==> src/rtl/multicycle_control.sv <==
// Multicycle CPU control unit: FETCH/DECODE/EXEC/MEM/WB FSM with a memory
// wait-timeout watchdog that traps on a stalled bus access.
module multicycle_control #(
    parameter int OPCODE_W    = 4,
    parameter int FUNC_W      = 4,
    parameter int MEM_TIMEOUT = 15
) (
    input  logic                clk,
    input  logic                rst,
    input  logic [OPCODE_W-1:0] opcode,
    input  logic [FUNC_W-1:0]   func,
    input  logic                alu_zero,
    input  logic                mem_ready,
    output logic                pc_write,
    output logic                ir_write,
    output logic                inst_fetch,
    output logic                alu_src,
    output logic                mem_to_reg,
    output logic                reg_write,
    output logic                mem_read,
    output logic                mem_write,
    output logic                trap,
    output logic                bus_error,
    output logic [1:0]          pc_src,
    output logic [1:0]          alu_op,
    output logic [2:0]          state
);

    typedef enum logic [2:0] {
        S_FETCH  = 3'd0,
        S_DECODE = 3'd1,
        S_EXEC   = 3'd2,
        S_MEM    = 3'd3,
        S_WB     = 3'd4,
        S_TRAP   = 3'd7
    } state_e;

    typedef enum logic [2:0] {
        C_R    = 3'd0,
        C_LW   = 3'd1,
        C_SW   = 3'd2,
        C_ADDI = 3'd3,
        C_BEQ  = 3'd4,
        C_BNE  = 3'd5,
        C_JMP  = 3'd6,
        C_ILL  = 3'd7
    } class_e;

    localparam logic [1:0] ALU_ADD = 2'b00;
    localparam logic [1:0] ALU_SUB = 2'b01;

    localparam logic [1:0] PC_INC = 2'b00;
    localparam logic [1:0] PC_BR  = 2'b01;
    localparam logic [1:0] PC_JMP = 2'b10;

    localparam logic [7:0] WAIT_MAX = 8'(MEM_TIMEOUT);

    state_e     state_q, state_d;
    class_e     cls_q, cls_d;
    logic [1:0] rop_q, rop_d;
    logic [7:0] wait_cnt_q, wait_cnt_d;
    logic       bus_error_q, bus_error_d;

    class_e     dec_cls;
    logic [1:0] dec_rop;
    logic       timeout;
    logic       br_taken;

    // Instruction class and R-type ALU op decoded straight from the IR fields
    always_comb begin
        dec_cls = C_ILL;
        if (opcode <= OPCODE_W'(6)) begin
            case (opcode[2:0])
                3'd0:    dec_cls = C_R;
                3'd1:    dec_cls = C_LW;
                3'd2:    dec_cls = C_SW;
                3'd3:    dec_cls = C_ADDI;
                3'd4:    dec_cls = C_BEQ;
                3'd5:    dec_cls = C_BNE;
                3'd6:    dec_cls = C_JMP;
                default: dec_cls = C_ILL;
            endcase
        end
        dec_rop = ALU_ADD;
        if (func <= FUNC_W'(3)) begin
            dec_rop = func[1:0];
        end
    end

    // Next-state, latched-class, watchdog and control output logic
    always_comb begin
        state_d     = state_q;
        cls_d       = cls_q;
        rop_d       = rop_q;
        bus_error_d = bus_error_q;
        wait_cnt_d  = wait_cnt_q;

        pc_write    = 1'b0;
        ir_write    = 1'b0;
        inst_fetch  = 1'b0;
        alu_src     = 1'b0;
        mem_to_reg  = 1'b0;
        reg_write   = 1'b0;
        mem_read    = 1'b0;
        mem_write   = 1'b0;
        trap        = 1'b0;
        pc_src      = PC_INC;
        alu_op      = ALU_ADD;

        timeout  = (wait_cnt_q == WAIT_MAX);
        br_taken = alu_zero ^ (cls_q == C_BNE);

        case (state_q)
            S_FETCH: begin
                mem_read   = 1'b1;
                inst_fetch = 1'b1;
                if (mem_ready) begin
                    ir_write = 1'b1;
                    pc_write = 1'b1;
                    pc_src   = PC_INC;
                    state_d  = S_DECODE;
                end else if (timeout) begin
                    state_d     = S_TRAP;
                    bus_error_d = 1'b1;
                end
            end

            // DECODE acts on the live decode; the latched copy serves later states
            S_DECODE: begin
                cls_d = dec_cls;
                rop_d = dec_rop;
                case (dec_cls)
                    C_JMP: begin
                        pc_write = 1'b1;
                        pc_src   = PC_JMP;
                        state_d  = S_FETCH;
                    end
                    C_ILL:   state_d = S_TRAP;
                    default: state_d = S_EXEC;
                endcase
            end

            S_EXEC: begin
                case (cls_q)
                    C_R: begin
                        alu_op  = rop_q;
                        state_d = S_WB;
                    end
                    C_ADDI: begin
                        alu_src = 1'b1;
                        alu_op  = ALU_ADD;
                        state_d = S_WB;
                    end
                    C_LW, C_SW: begin
                        alu_src = 1'b1;
                        alu_op  = ALU_ADD;
                        state_d = S_MEM;
                    end
                    C_BEQ, C_BNE: begin
                        alu_op = ALU_SUB;
                        if (br_taken) begin
                            pc_write = 1'b1;
                            pc_src   = PC_BR;
                        end
                        state_d = S_FETCH;
                    end
                    default: state_d = S_FETCH;
                endcase
            end

            S_MEM: begin
                alu_src   = 1'b1;
                mem_read  = (cls_q == C_LW);
                mem_write = (cls_q == C_SW);
                if (mem_ready) begin
                    state_d = (cls_q == C_LW) ? S_WB : S_FETCH;
                end else if (timeout) begin
                    state_d     = S_TRAP;
                    bus_error_d = 1'b1;
                end
            end

            S_WB: begin
                reg_write  = 1'b1;
                mem_to_reg = (cls_q == C_LW);
                state_d    = S_FETCH;
            end

            S_TRAP: begin
                trap = 1'b1;
            end

            default: state_d = S_FETCH;
        endcase

        // Any state change restarts the wait count, so FETCH and MEM start at zero
        if (state_d != state_q) begin
            wait_cnt_d = '0;
        end else if ((state_q == S_FETCH || state_q == S_MEM) && !mem_ready
                     && wait_cnt_q != WAIT_MAX) begin
            wait_cnt_d = wait_cnt_q + 8'd1;
        end
    end

    // State, latched decode, wait counter and bus error registers
    always_ff @(posedge clk) begin
        if (rst) begin
            state_q     <= S_FETCH;
            cls_q       <= C_R;
            rop_q       <= ALU_ADD;
            wait_cnt_q  <= '0;
            bus_error_q <= 1'b0;
        end else begin
            state_q     <= state_d;
            cls_q       <= cls_d;
            rop_q       <= rop_d;
            wait_cnt_q  <= wait_cnt_d;
            bus_error_q <= bus_error_d;
        end
    end

    assign bus_error = bus_error_q;
    assign state     = state_q;

endmodule

==> config.mk <==
export PLATFORM = sky130hd
export DESIGN_NAME = multicycle_control
export DESIGN_NICKNAME = d
export VERILOG_FILES = /design/src/rtl/multicycle_control.sv
export SDC_FILE = /design/constraint.sdc
export NUM_CORES = 1
export LEC_CHECK = 0
export CORE_UTILIZATION = 44
export CTS_CLUSTER_DIAMETER = 200
export DETAILED_ROUTE_END_ITERATION = 12
export PLACE_DENSITY = 0.79
export SLEW_MARGIN = 20
export SYNTH_ARGS = -nofsm -noshare
export SYNTH_HDL_FRONTEND = slang
export SYNTH_SLANG_ARGS = --single-unit
==> constraint.sdc <==
create_clock -name clk -period 1.7 [get_ports clk]
set_input_delay 0.255 -clock clk [delete_from_list [all_inputs] [get_ports clk]]
set_output_delay 0.255 -clock clk [all_outputs]
set_load 0.01 [all_outputs]
-- Word level (Yosys, flattened, before mapping)
Index checks and enable logic that the tools add are counted.
- register bits: 17
- bits of input ports: 12
- output and inout bits: 17
- word-level logic and storage cells: 75
- $add $sub $neg: 1
- magnitude comparators: 2
- equality and inequality tests: 21
- multiplexer cells: 30
- bitwise operators: 2
- reduce and logical (&&, ||, !) cells: 14
- operator list (operator ; number):
    equality test 3 bit, second input constant ; 9
    one-hot mux 3 bit (7 select lines) ; 1
    equality test 3 x 2 -> 1 bit, second input constant ; 6
    2-to-1 mux 3 bit ; 5
    one-hot mux 3 bit (5 select lines) ; 1
    2-to-1 mux 1 bit ; 13
    one-hot mux 3 bit (2 select lines) ; 2
    OR reduction 2 bit ; 5
    equality test 3 x 1 -> 1 bit, second input constant ; 3
    zero test 3 bit ; 3
    adder 8 x 1 -> 8 bit, second input constant ; 1
    equality test 8 x 4 -> 1 bit, second input constant ; 1
    inequality test 8 x 4 -> 1 bit, second input constant ; 1
    one-hot mux 2 bit (2 select lines) ; 2
    2-to-1 mux 2 bit ; 3
    <= comparator 4 x 2 -> 1 bit, second input constant ; 1
    <= comparator 4 x 3 -> 1 bit, second input constant ; 1
    one-hot mux 1 bit (2 select lines) ; 2
    inequality test 3 bit ; 1
    one-hot mux 1 bit (3 select lines) ; 1
    AND reduction 3 bit ; 1
    OR reduction 3 bit ; 1
    logical AND 1 bit ; 2
    zero test 1 bit ; 1
    other kinds (3) ; 3

-- Logic depth before layout (Yosys ltp)
- word-level depth: 8
- gate-level depth with buffers: 7
- mapped depth without buffers: 6

-- Worst setup path after synthesis
Ideal clock, no wire load.
- kind: reg2out
- start: register state_q[0], in the netlist state[0]
- end: output pc_write
- data arrival time: 1524 ps
- data required time: 1445 ps
- setup slack: -79 ps
- stages on the path, launching flop included: 6
- buffers on the path: 2
- cell sequence: dfxtp_1 > buf_6 > clkbuf_1 > nor3_1 > and3_1 > or3_1
- word-level cells in the longest chain between the ends: 2
- elaborated cells on any way between the ends: 4
- those cells by class: 2 x eq/ne; 1 x mux; 1 x reduce/logical
- RTL lines (what ; RTL line ; source):
    start: declaration ; 58 ; state_e state_q, state_d;
    start signal: assignment ; 214 ; state_q <= state_d;
    equality test 3 x 2 -> 1 bit, or another cell as far along ; 113 ; case (state_q)
    one-hot mux 1 bit (3 select lines) * ; 113 ;
    end: declaration ; 14 ; output logic pc_write,
Mark *: on every way between the ends. The rest lies on a longest branch, timed or not.

-- Final worst setup path
- start: input opcode[3]
- end: output pc_write
- word-level cells in the longest chain between the ends: 5
- RTL lines (what ; RTL line ; source):
    start: declaration ; 10 ; input logic [OPCODE_W-1:0] opcode,
    <= comparator 4 x 3 -> 1 bit ; 72 ; if (opcode <= OPCODE_W'(6)) begin
    2-to-1 mux 3 bit ; 72 ;
    equality test 3 bit ; 132 ; case (dec_cls)
    2-to-1 mux 1 bit ; 132 ;
    one-hot mux 1 bit (3 select lines) ; 113 ;
No other way between the ends.

==> metrics.md <==
| Metric | Value |
|---|---|
| Status | complete, but fails checks |
| Violated checks | negative setup slack |
| Post-layout min period | 1.777 ns |
| Top cell type's share of synthesized area | just under 30% |
| Clock Path Buffers | 2 |
| Fin crit share | 104.5% |
| CTS buffer count | 3 |
| Die Footprint | about 0.0029 mm² |
| Worst Path Arrival | 1.52 ns |
| IO Count | 29 |
| Mapped Nets | approximately 160 |
| Register area share after synthesis | around 29% |
| Share of layout cells above drive strength 1 | approximately 45% |
| Most frequent cells in the layout | buf_4 (30), nor2_1 (14), clkdlybuf4s50_1 (13) |
| Most common cell after layout, fill and taps aside | buf_4 |
| Fin nets | 215 |
| Pre-CTS setup slack | -0.3919 ns |
| Cell count after synthesis | roughly 140 |
| Worst-margin pin slew | 0.3758 ns |
| Starting Density | 47.00% |
| Post-CTS Hold Buffers | 0 |
| Die width | 53.68 µm |
| CTS clk-pin slew, worst paths | 0.10 ns |
| Vias in the first global route | between 1,000 and 1,500 |
| Antenna violations before repair | 0 |
| Worst Path Required | 1.44 ns |
| EDFF count, synth | 0 |
| Site row count | 18 |
| First DRT Iteration DRCs | 24 |
| Grt ovf | 0 |
| # port buffers | 28 |
| Max-slew violations | 0 |
| Maximum clock rate | between 500 and 600 MHz |
| Post-DP HPWL | between 2000 and 2500 µm |
| Core Box Area | 0.002500 mm² |
| Die height | around 54 µm |
| TritonCTS clock tree | built |
| Power per Cell Area | 1008 mW/mm² |
| Final Skew | roughly 0.0036 ns |
| Vias | approximately 1,300 |
| Num Clock Sinks | 17 |
| Maxcap violations | 0 |
| Syn_area_per_cell | between 8 and 9 µm² |
| Post-synth top flop | dfxtp_1 |
| Final-report setup violation count | 2 |
| Crit-path max FO | 3 |
| Total leakage power | between 0.7 and 0.8 nW |
| Leading area contributor after synthesis | dfxtp_1 |
| Root Buffer | clkbuf_4 |
| #FFs+latches synth | 17 |
| Detail Route Antenna Nets | 0 |
| Post-synth cell types | 48 |
| Setup CP Type | input pin to output pin |
| Final hold violation count | 0 |
| Post-synth ARST share | 0% |
| Maximum vdd drop | 738.1 µV |
| Yosys warns | 0 |
| Pre-antenna DRT Iters | 4 |
| Wire per inst | 15.46 µm |
| Routed wire length | between 3000 and 4000 µm |
| # DRC | 0 |
| Setup TNS | -0.08027 ns |
| Tot GR Track Use | between 20% and 30% |
| Layout area overhead | 62.83% |
| Synth top area cells | dfxtp_1 (29%), nor3_1 (8.9%), nor2_1 (5.8%), xnor2_1 (5.2%), buf_6 (2.9%) |
| Final worst slack | -0.07706 ns |
| RSZ-0062 raised after global routing | yes |
| Crit start category | input pin |
| Worst setup EP type | output pin |
| Largest net degree at the start of global routing | 13 |
| Cell area after synthesis | 0.001175 mm² |
| GP Congestion | slightly below 0.9 |
| Hold WC Path Type | input pin to flip-flop |
| # H-tree levels | 1 |
| First-pass GRT wire length | 5195 µm |
| Drt via density | 5.584 |
| Worst-skew pair later-pin latency | slightly below 0.3 ns |
| Number of diodes | 0 |
| # fillers | 180 |
| Overall Power | 1.929 mW |
| Slew HR | around 75% |
Yosys cell counts (all sizes together), types with 3 or more instances:
| cell | instances |
|---|---|
| dfxtp | 17 |
| nand4 | 3 |
| nand2 | 8 |
| buf | 7 |
| nor3b | 3 |
| nand3 | 4 |
| nor3 | 22 |
| nor2 | 18 |
| xnor2 | 8 |
| and3 | 4 |
| nand2b | 3 |
| a21oi | 6 |
| clkbuf | 3 |
| and2 | 4 |
state kept, by name (all words and copies together) (netlist names):
register    count
cls_q           3
state           3
bus_error       1
rop_q           2
wait_cnt_q      8
path summary, 6_finish.rpt:
path         startpoint       endpoint  slack [ns]  cells past startpoint
max           opcode[3]       pc_write       -0.08                      5
min           opcode[2]       cls_q[2]        0.41                      3
max reg2reg    cls_q[1]  wait_cnt_q[1]        0.01                      6
min reg2reg    rop_q[0]       rop_q[0]        0.46                      2
layout make-up:
type / count / area, µm² / share of cell area (%)
multi-input combinational: 114 / 953.4 / 49.84
inverter: 2 / 7.507 / 0.3924
sequential: 17 / 355.3 / 18.57
tap: 30 / 37.54 / 1.962
clock buffer: 4 / 26.28 / 1.373
timing repair buffer: 64 / 533.0 / 27.86
worst max-delay path, stage by stage:
cell	delay [ns]
clkdlybuf4s50_1	0.56
nand4bb_4	0.21
nor2_4	0.05
or3_1	0.29
buf_2	0.14
kinds of logic after synthesis:
family	share of synthesized area, %
AND/OR/NAND/NOR	37.59
AO/OA/AOI/OAI	16.19
flip-flops	28.97
buffers and inverters	6.283
XOR/XNOR	8.094
multiplexers	1.810
adder cells (fa/ha/maj)	1.065
power breakdown:
part | switching, mW | internal, mW | leakage (nW)
registers | 0.0595 | 0.454 | 0.141
logic | 0.600 | 0.587 | 0.607
clock network | 0.136 | 0.0912 | 0.0150
timing repair:
action / 4_1_cts / 5_1_grt
setup buffers: 1 / 2
pin swaps: 8 / 17
resized for setup: 51 / 36
endpoints found under the setup margin: 22 / 19
hold endpoints to repair: 0 / 0
through the flow:
stage                     area (µm²)  hold slack (ns)  utilization (%)  std cells
after floorplan                 1181           0.4069                -        143
after global placement          1677           0.4401            67.07        224
after detailed placement        1677           0.4535            67.07        224
after CTS                       1764           0.4678            70.57        229
after global routing            1913           0.4155            76.53        231
final                           1913           0.4099            76.53        231
metal layers:
layer	share of wire (%)	GRT usage, %	up-vias	wire [µm]
li1	-	-	630	-
met5	0	0	-	0
met3	3.1	3.955	8	111
met2	54	47.33	32	1945
met4	2.0	10.96	0	73
met1	40	26.15	620	1441
Note: power is estimated with default switching activity, not from simulation.
